$ cat config.mk
export PLATFORM = sky130hd
export DESIGN_NAME = writeback_stage
export DESIGN_NICKNAME = d
export VERILOG_FILES = /design/src/rtl/wb_pkg.sv /design/src/rtl/wb_bypass_mux.sv /design/src/rtl/writeback_stage.sv
export SDC_FILE = /design/constraint.sdc
export NUM_CORES = 1
export LEC_CHECK = 0
export BUFFER_PORTS_ARGS = -buffer_cell sky130_fd_sc_hd__buf_2
export CAP_MARGIN = 20
export CORE_MARGIN = 8
export CORE_UTILIZATION = 50
export CTS_BUF_LIST = sky130_fd_sc_hd__clkbuf_4 sky130_fd_sc_hd__clkbuf_8
export CTS_CLUSTER_DIAMETER = 40
export DETAILED_ROUTE_END_ITERATION = 10
export PLACE_DENSITY = 0.82
export SYNTH_ARGS = -nofsm -noshare
export SYNTH_HDL_FRONTEND = slang
export SYNTH_SLANG_ARGS = --single-unit
export TNS_END_PERCENT = 1
$ cat constraint.sdc
create_clock -name clk -period 2.35 [get_ports clk]
set_input_delay 0.235 -clock clk [delete_from_list [all_inputs] [get_ports clk]]
set_output_delay 0.235 -clock clk [all_outputs]
set_load 0.005 [all_outputs]
$ cat src/rtl/wb_pkg.sv
// Shared definitions for the writeback stage: FSM state encoding,
// default datapath widths and the register number that aliases the PC.
package wb_pkg;

  localparam int WB_DATA_W = 32;
  localparam int WB_ADDR_W = 4;
  localparam int WB_CNT_W  = 8;

  // r15 is the program counter; writes to it redirect fetch instead of
  // landing in the register bank.
  localparam logic [3:0] PC_REG = 4'd15;

  typedef enum logic [1:0] {
    WB_IDLE      = 2'd0,
    WB_LOAD_WAIT = 2'd1,
    WB_COMMIT    = 2'd2
  } wb_state_t;

endpackage

$ cat src/rtl/wb_bypass_mux.sv
// Write-through bypass for one register read port: when the bank is being
// written this cycle at the address being read, forward the write data so
// the reader does not see the stale bank value. r15 is never bypassed
// because PC writes do not go to the bank.
// Only built when WB_BYPASS_EN is defined.
`ifdef WB_BYPASS_EN
module wb_bypass_mux
  import wb_pkg::*;
#(
  parameter int DATA_W = WB_DATA_W,
  parameter int ADDR_W = WB_ADDR_W
) (
  input  logic              i_we,
  input  logic [ADDR_W-1:0] i_waddr,
  input  logic [DATA_W-1:0] i_wdata,
  input  logic [ADDR_W-1:0] i_raddr,
  input  logic [DATA_W-1:0] i_rdata_bank,
  output logic [DATA_W-1:0] o_rdata
);

  localparam logic [ADDR_W-1:0] PC_ADDR = ADDR_W'(PC_REG);

  logic w_hit;

  assign w_hit   = i_we && (i_waddr == i_raddr) && (i_raddr != PC_ADDR);
  assign o_rdata = w_hit ? i_wdata : i_rdata_bank;

endmodule
`endif

$ cat src/rtl/writeback_stage.sv
// Writeback stage: accepts one retiring instruction per handshake, picks
// the ALU result or load data, and drives the bank write port. Writes to
// r15 become a one-cycle fetch redirect instead of a bank write. Loads
// wait for read data under a bounded timeout; a timeout sets a sticky
// error flag that only reset clears.
// Optional feature macro: WB_BYPASS_EN adds write-through read bypass ports.
module writeback_stage
  import wb_pkg::*;
#(
  parameter int DATA_W       = WB_DATA_W,
  parameter int ADDR_W       = WB_ADDR_W,
  parameter int LOAD_TIMEOUT = 15
) (
  input  logic              clk,
  input  logic              rst_n,
  input  logic              in_valid,
  output logic              in_ready,
  input  logic [ADDR_W-1:0] in_rd,
  input  logic [DATA_W-1:0] in_alu,
  input  logic              in_reg_write,
  input  logic              in_mem_to_reg,
  input  logic [DATA_W-1:0] mem_rdata,
  input  logic              mem_rvalid,
  output logic              we3,
  output logic [ADDR_W-1:0] a3,
  output logic [DATA_W-1:0] wd3,
  output logic              pc_write,
  output logic [DATA_W-1:0] pc_next,
`ifdef WB_BYPASS_EN
  input  logic [ADDR_W-1:0] ra1,
  input  logic [ADDR_W-1:0] ra2,
  input  logic [DATA_W-1:0] rd1_bank,
  input  logic [DATA_W-1:0] rd2_bank,
  output logic [DATA_W-1:0] rd1,
  output logic [DATA_W-1:0] rd2,
`endif
  output logic              load_err
);

  localparam logic [ADDR_W-1:0]   PC_ADDR     = ADDR_W'(PC_REG);
  localparam logic [WB_CNT_W-1:0] TIMEOUT_CNT = WB_CNT_W'(LOAD_TIMEOUT);

  wb_state_t           r_state;
  logic [ADDR_W-1:0]   r_rd;
  logic [WB_CNT_W-1:0] r_cnt;
  logic                r_load_err;
  logic                r_we3;
  logic [ADDR_W-1:0]   r_a3;
  logic [DATA_W-1:0]   r_wd3;
  logic                r_pc_write;
  logic [DATA_W-1:0]   r_pc_next;

  logic                w_commit;
  logic [ADDR_W-1:0]   w_commit_rd;
  logic [DATA_W-1:0]   w_commit_data;

  // Decide whether the state entered at the next edge is COMMIT, and with
  // which destination and data, so the output registers can load in step.
  always_comb begin
    w_commit      = 1'b0;
    w_commit_rd   = r_rd;
    w_commit_data = mem_rdata;
    case (r_state)
      WB_IDLE: begin
        if (in_valid && in_reg_write && !in_mem_to_reg) begin
          w_commit      = 1'b1;
          w_commit_rd   = in_rd;
          w_commit_data = in_alu;
        end
      end
      WB_LOAD_WAIT: begin
        if (mem_rvalid) begin
          w_commit = 1'b1;
        end
      end
      default: begin
      end
    endcase
  end

  // Control FSM: handshake, load wait with timeout counter, one-cycle commit.
  always_ff @(posedge clk or negedge rst_n) begin
    if (!rst_n) begin
      r_state    <= WB_IDLE;
      r_rd       <= '0;
      r_cnt      <= '0;
      r_load_err <= 1'b0;
    end else begin
      case (r_state)
        WB_IDLE: begin
          if (in_valid) begin
            r_rd  <= in_rd;
            r_cnt <= '0;
            if (!in_reg_write) begin
              r_state <= WB_IDLE;
            end else if (in_mem_to_reg) begin
              r_state <= WB_LOAD_WAIT;
            end else begin
              r_state <= WB_COMMIT;
            end
          end
        end
        WB_LOAD_WAIT: begin
          if (mem_rvalid) begin
            r_state <= WB_COMMIT;
          end else if (r_cnt == TIMEOUT_CNT) begin
            r_load_err <= 1'b1;
            r_state    <= WB_IDLE;
          end else begin
            r_cnt <= r_cnt + 1'b1;
          end
        end
        WB_COMMIT: begin
          r_state <= WB_IDLE;
        end
        default: begin
          r_state <= WB_IDLE;
        end
      endcase
    end
  end

  // Registered write-port and redirect outputs, loaded on entry to COMMIT.
  always_ff @(posedge clk or negedge rst_n) begin
    if (!rst_n) begin
      r_we3      <= 1'b0;
      r_a3       <= '0;
      r_wd3      <= '0;
      r_pc_write <= 1'b0;
      r_pc_next  <= '0;
    end else begin
      r_we3      <= w_commit && (w_commit_rd != PC_ADDR);
      r_pc_write <= w_commit && (w_commit_rd == PC_ADDR);
      if (w_commit && (w_commit_rd != PC_ADDR)) begin
        r_a3  <= w_commit_rd;
        r_wd3 <= w_commit_data;
      end
      if (w_commit && (w_commit_rd == PC_ADDR)) begin
        r_pc_next <= w_commit_data;
      end
    end
  end

  assign in_ready = (r_state == WB_IDLE);
  assign we3      = r_we3;
  assign a3       = r_a3;
  assign wd3      = r_wd3;
  assign pc_write = r_pc_write;
  assign pc_next  = r_pc_next;
  assign load_err = r_load_err;

`ifdef WB_BYPASS_EN
  wb_bypass_mux #(
    .DATA_W(DATA_W),
    .ADDR_W(ADDR_W)
  ) u_bypass_rd1 (
    .i_we        (r_we3),
    .i_waddr     (r_a3),
    .i_wdata     (r_wd3),
    .i_raddr     (ra1),
    .i_rdata_bank(rd1_bank),
    .o_rdata     (rd1)
  );

  wb_bypass_mux #(
    .DATA_W(DATA_W),
    .ADDR_W(ADDR_W)
  ) u_bypass_rd2 (
    .i_we        (r_we3),
    .i_waddr     (r_a3),
    .i_wdata     (r_wd3),
    .i_raddr     (ra2),
    .i_rdata_bank(rd2_bank),
    .o_rdata     (rd2)
  );
`endif

endmodule

==> results_dict.tcl <==
set metrics [dict create \
    final-max-slew-violation-count 0 \
    synthArstFlopShare 1.000 \
    drt_first_pass_iters 4 \
    max_slew.worst_pin.slew_ns 0.5012 \
    status "complete, no violations" \
    slowest_stage "dfrtp_1" \
    cp_cell_sequence "nor2_1 -> a21o_1 -> and3_2 -> buf_12 -> mux2_2" \
    yosys.area_share.simple 0.05767 \
    final_hold_viol_count 0 \
    grt_pass1_vias 3058 \
    syn-cell-area_um2 3775 \
    clock_tree.buffer_depth 2 \
    synth_cells 262 \
    htreeDepth 3 \
    routedWlPerCell_um 17.76 \
    critPathLaunchType "flip-flop" \
    routabilityCongestion 0.7916 \
    num_rows 31 \
    dp_hpwl_um 6996 \
    yosysUniqueCellTypes 37 \
    muxShareOfSynthArea 0.3023 \
    grt_max_degree 48 \
    rsz0062_at_grt "false" \
    drc 0 \
    required_ns 2.57 \
    synth_area_leader_cell "dfrtp_1" \
    synth_enable_flop_cells 0 \
    hp-class "in -> reg" \
    synth.most_common_cell "mux2_2" \
    clk_pin_slew_ns 0.09 \
    clkLatencyLatePin_ns 0.34 \
    finClkSkew_ns 0.01380 \
    avgSynthCellArea_um2 14.41 \
    area_growth_pct 29.14 \
    route.vias.total 2705 \
    ys_warn_count 0 \
    setup_violations 0 \
    via_per_inst 5.222 \
    chipHeight_um 102.9 \
    fin_nets 489 \
    fin_tns_setup_ns 0 \
    p_leak_nw 2.455 \
    irDropWorstVdd_v 0.0004276 \
    cts_buffers 9 \
    synth_nets 337 \
    cpPeakStageDelay_ns 0.41 \
    wl_um 9199 \
    tritoncts "done" \
    synth_area_leaders "dfrtp_1 (56%), mux2_2 (29%), nand2_1 (1.8%)" \
    synth_common_cells "mux2_2 (96), dfrtp_1 (85), nand2_1 (18)" \
    postRouteAntennaNets 0 \
    start_util 0.5177 \
    ios 146 \
    cts.sinks 85 \
    cts_root_buf "clkbuf_8" \
    critPathBufInv 1 \
    worstPathArrival_ns 2.20 \
    core_area_um2 7292 \
    gr-usage-all-layers 0.1766 \
    port_buffers 145 \
    path_max_fanout 16 \
    yosys.area.top_type_share 0.5635 \
    maxCapViolations 0 \
    antenna_cells 0 \
    p_per_area_nw_per_um2 867.5 \
    yosysSeqAreaShare 0.5635 \
    dieArea_um2 10590 \
    dieWidth_um 102.9 \
    fmaxAchievable_ghz 0.5062 \
    grt_overflow 0 \
    synthFlopType "dfrtp_1" \
    synth_compound_area_frac 0.03613 \
    synth_fa_ha_area_frac 0.003315 \
    synthXorXnorAreaFrac 0.009281 \
    relSlewSlack 0.6659 \
    crit_family "simple AND/OR/NAND/NOR gates" \
    worstSetupPathType "reg -> reg" \
    synth_top_family_by_area "multiplexers" \
    grt_pass1_wl_um 14460 \
    post-route-util 0.6685 \
    ys_seq_elements 85 \
    post_cts_buffers 0 \
    antenna_found_initial 0 \
    first_iter_violations 87 \
    min_period_over_period 0.8407 \
    drive_gt1_frac 0.6492 \
    endpoint_kind "flip-flop" \
    fin_crit_ns 1.976 \
]
layout by cell type (no fill, tap or decap), types with 2 or more instances in the layout:
master / instances
mux2_2: 96
xnor2_1: 4
mux2i_1: 6
bufinv_16: 2
nand3_1: 3
buf_2: 144
a2bb2oi_1: 4
dfrtp_1: 85
nor3b_1: 2
nor2_1: 6
clkbuf_8: 9
nand4_1: 2
clkbuf_4: 2
clkinv_4: 2
nand2_1: 18
buf_4: 5
buf_12: 4
path summary, 6_finish.rpt:
check / start / end / slack (ns) / depth (start not counted)
setup / recovery: r_state[0] / wd3[28] / 0.37 / 5
hold / removal: in_rd[2] / r_rd[2] / 0.11 / 3
setup reg to reg: r_state[0] / wd3[28] / 0.37 / 5
hold reg to reg: r_state[1] / r_state[1] / 0.49 / 1
max in group asynchronous: rst_n / pc_next[3] / 1.32 / 3
min in group asynchronous: rst_n / pc_next[16] / 0.39 / 2
registers in the layout (all words and copies together) (netlist names):
| name | count |
|---|---|
| pc_next | 32 |
| wd3 | 32 |
| r_cnt | 8 |
| a3 | 4 |
| r_rd | 4 |
| r_state | 2 |
| load_err | 1 |
| pc_write | 1 |
| we3 | 1 |
metal layers:
metal,vias to the layer above,share of wire,track usage
met5,-,0,0
met4,0,0.022,0.09121
met3,16,0.082,0.05402
met2,100,0.52,0.3027
met1,1339,0.38,0.1931
li1,1250,-,-
metrics by stage:
step / hold slack (ns) / total power [W] / cells / instance area [um2] / setup slack, ns
after floorplan: -0.06059 / 0.002526 / 262 / 3775 / 0.5813
after global placement: 0.2343 / 0.003080 / 501 / 4641 / 0.4575
after detailed placement: 0.2393 / 0.003139 / 501 / 4641 / 0.3628
after CTS: 0.09656 / 0.004291 / 518 / 4875 / 0.3549
after global routing: 0.1138 / 0.004471 / 518 / 4875 / 0.2612
final: 0.1096 / 0.004229 / 518 / 4875 / 0.3744
layout make-up:
type | instances | area [um2]
clock buffers | 11 | 138.9
well taps | 99 | 123.9
multi-input cells | 164 | 1551
flip-flops and latches | 85 | 2127
fillers | 591 | 2417
repair buffers | 154 | 848.3
clock inverters | 5 | 85.08
worst min-delay path: stages:
cell and delay (ns):
buf_2 0.10, nand2_1 0.05, nand2_1 0.05
cell families after synthesis:
kind of cell,Yosys count
AO/OA/AOI/OAI,16
XOR/XNOR,4
adder cells (fa/ha/maj),1
buffers and inverters,13
flip-flops,85
multiplexers,102
AND/OR/NAND/NOR,41
report_power, final:
group	internal, W	switching, W
Clock	0.000627	0.000520
Sequential	0.00183	0.000189
Combinational	0.000621	0.000443
timing repair:
action / 4_1_cts / 5_1_grt
hold buffers: 1 / 0
hold endpoints to repair: 38 / 0
gates resized for setup: 0 / 0
Power figures use the tool's default switching activity.
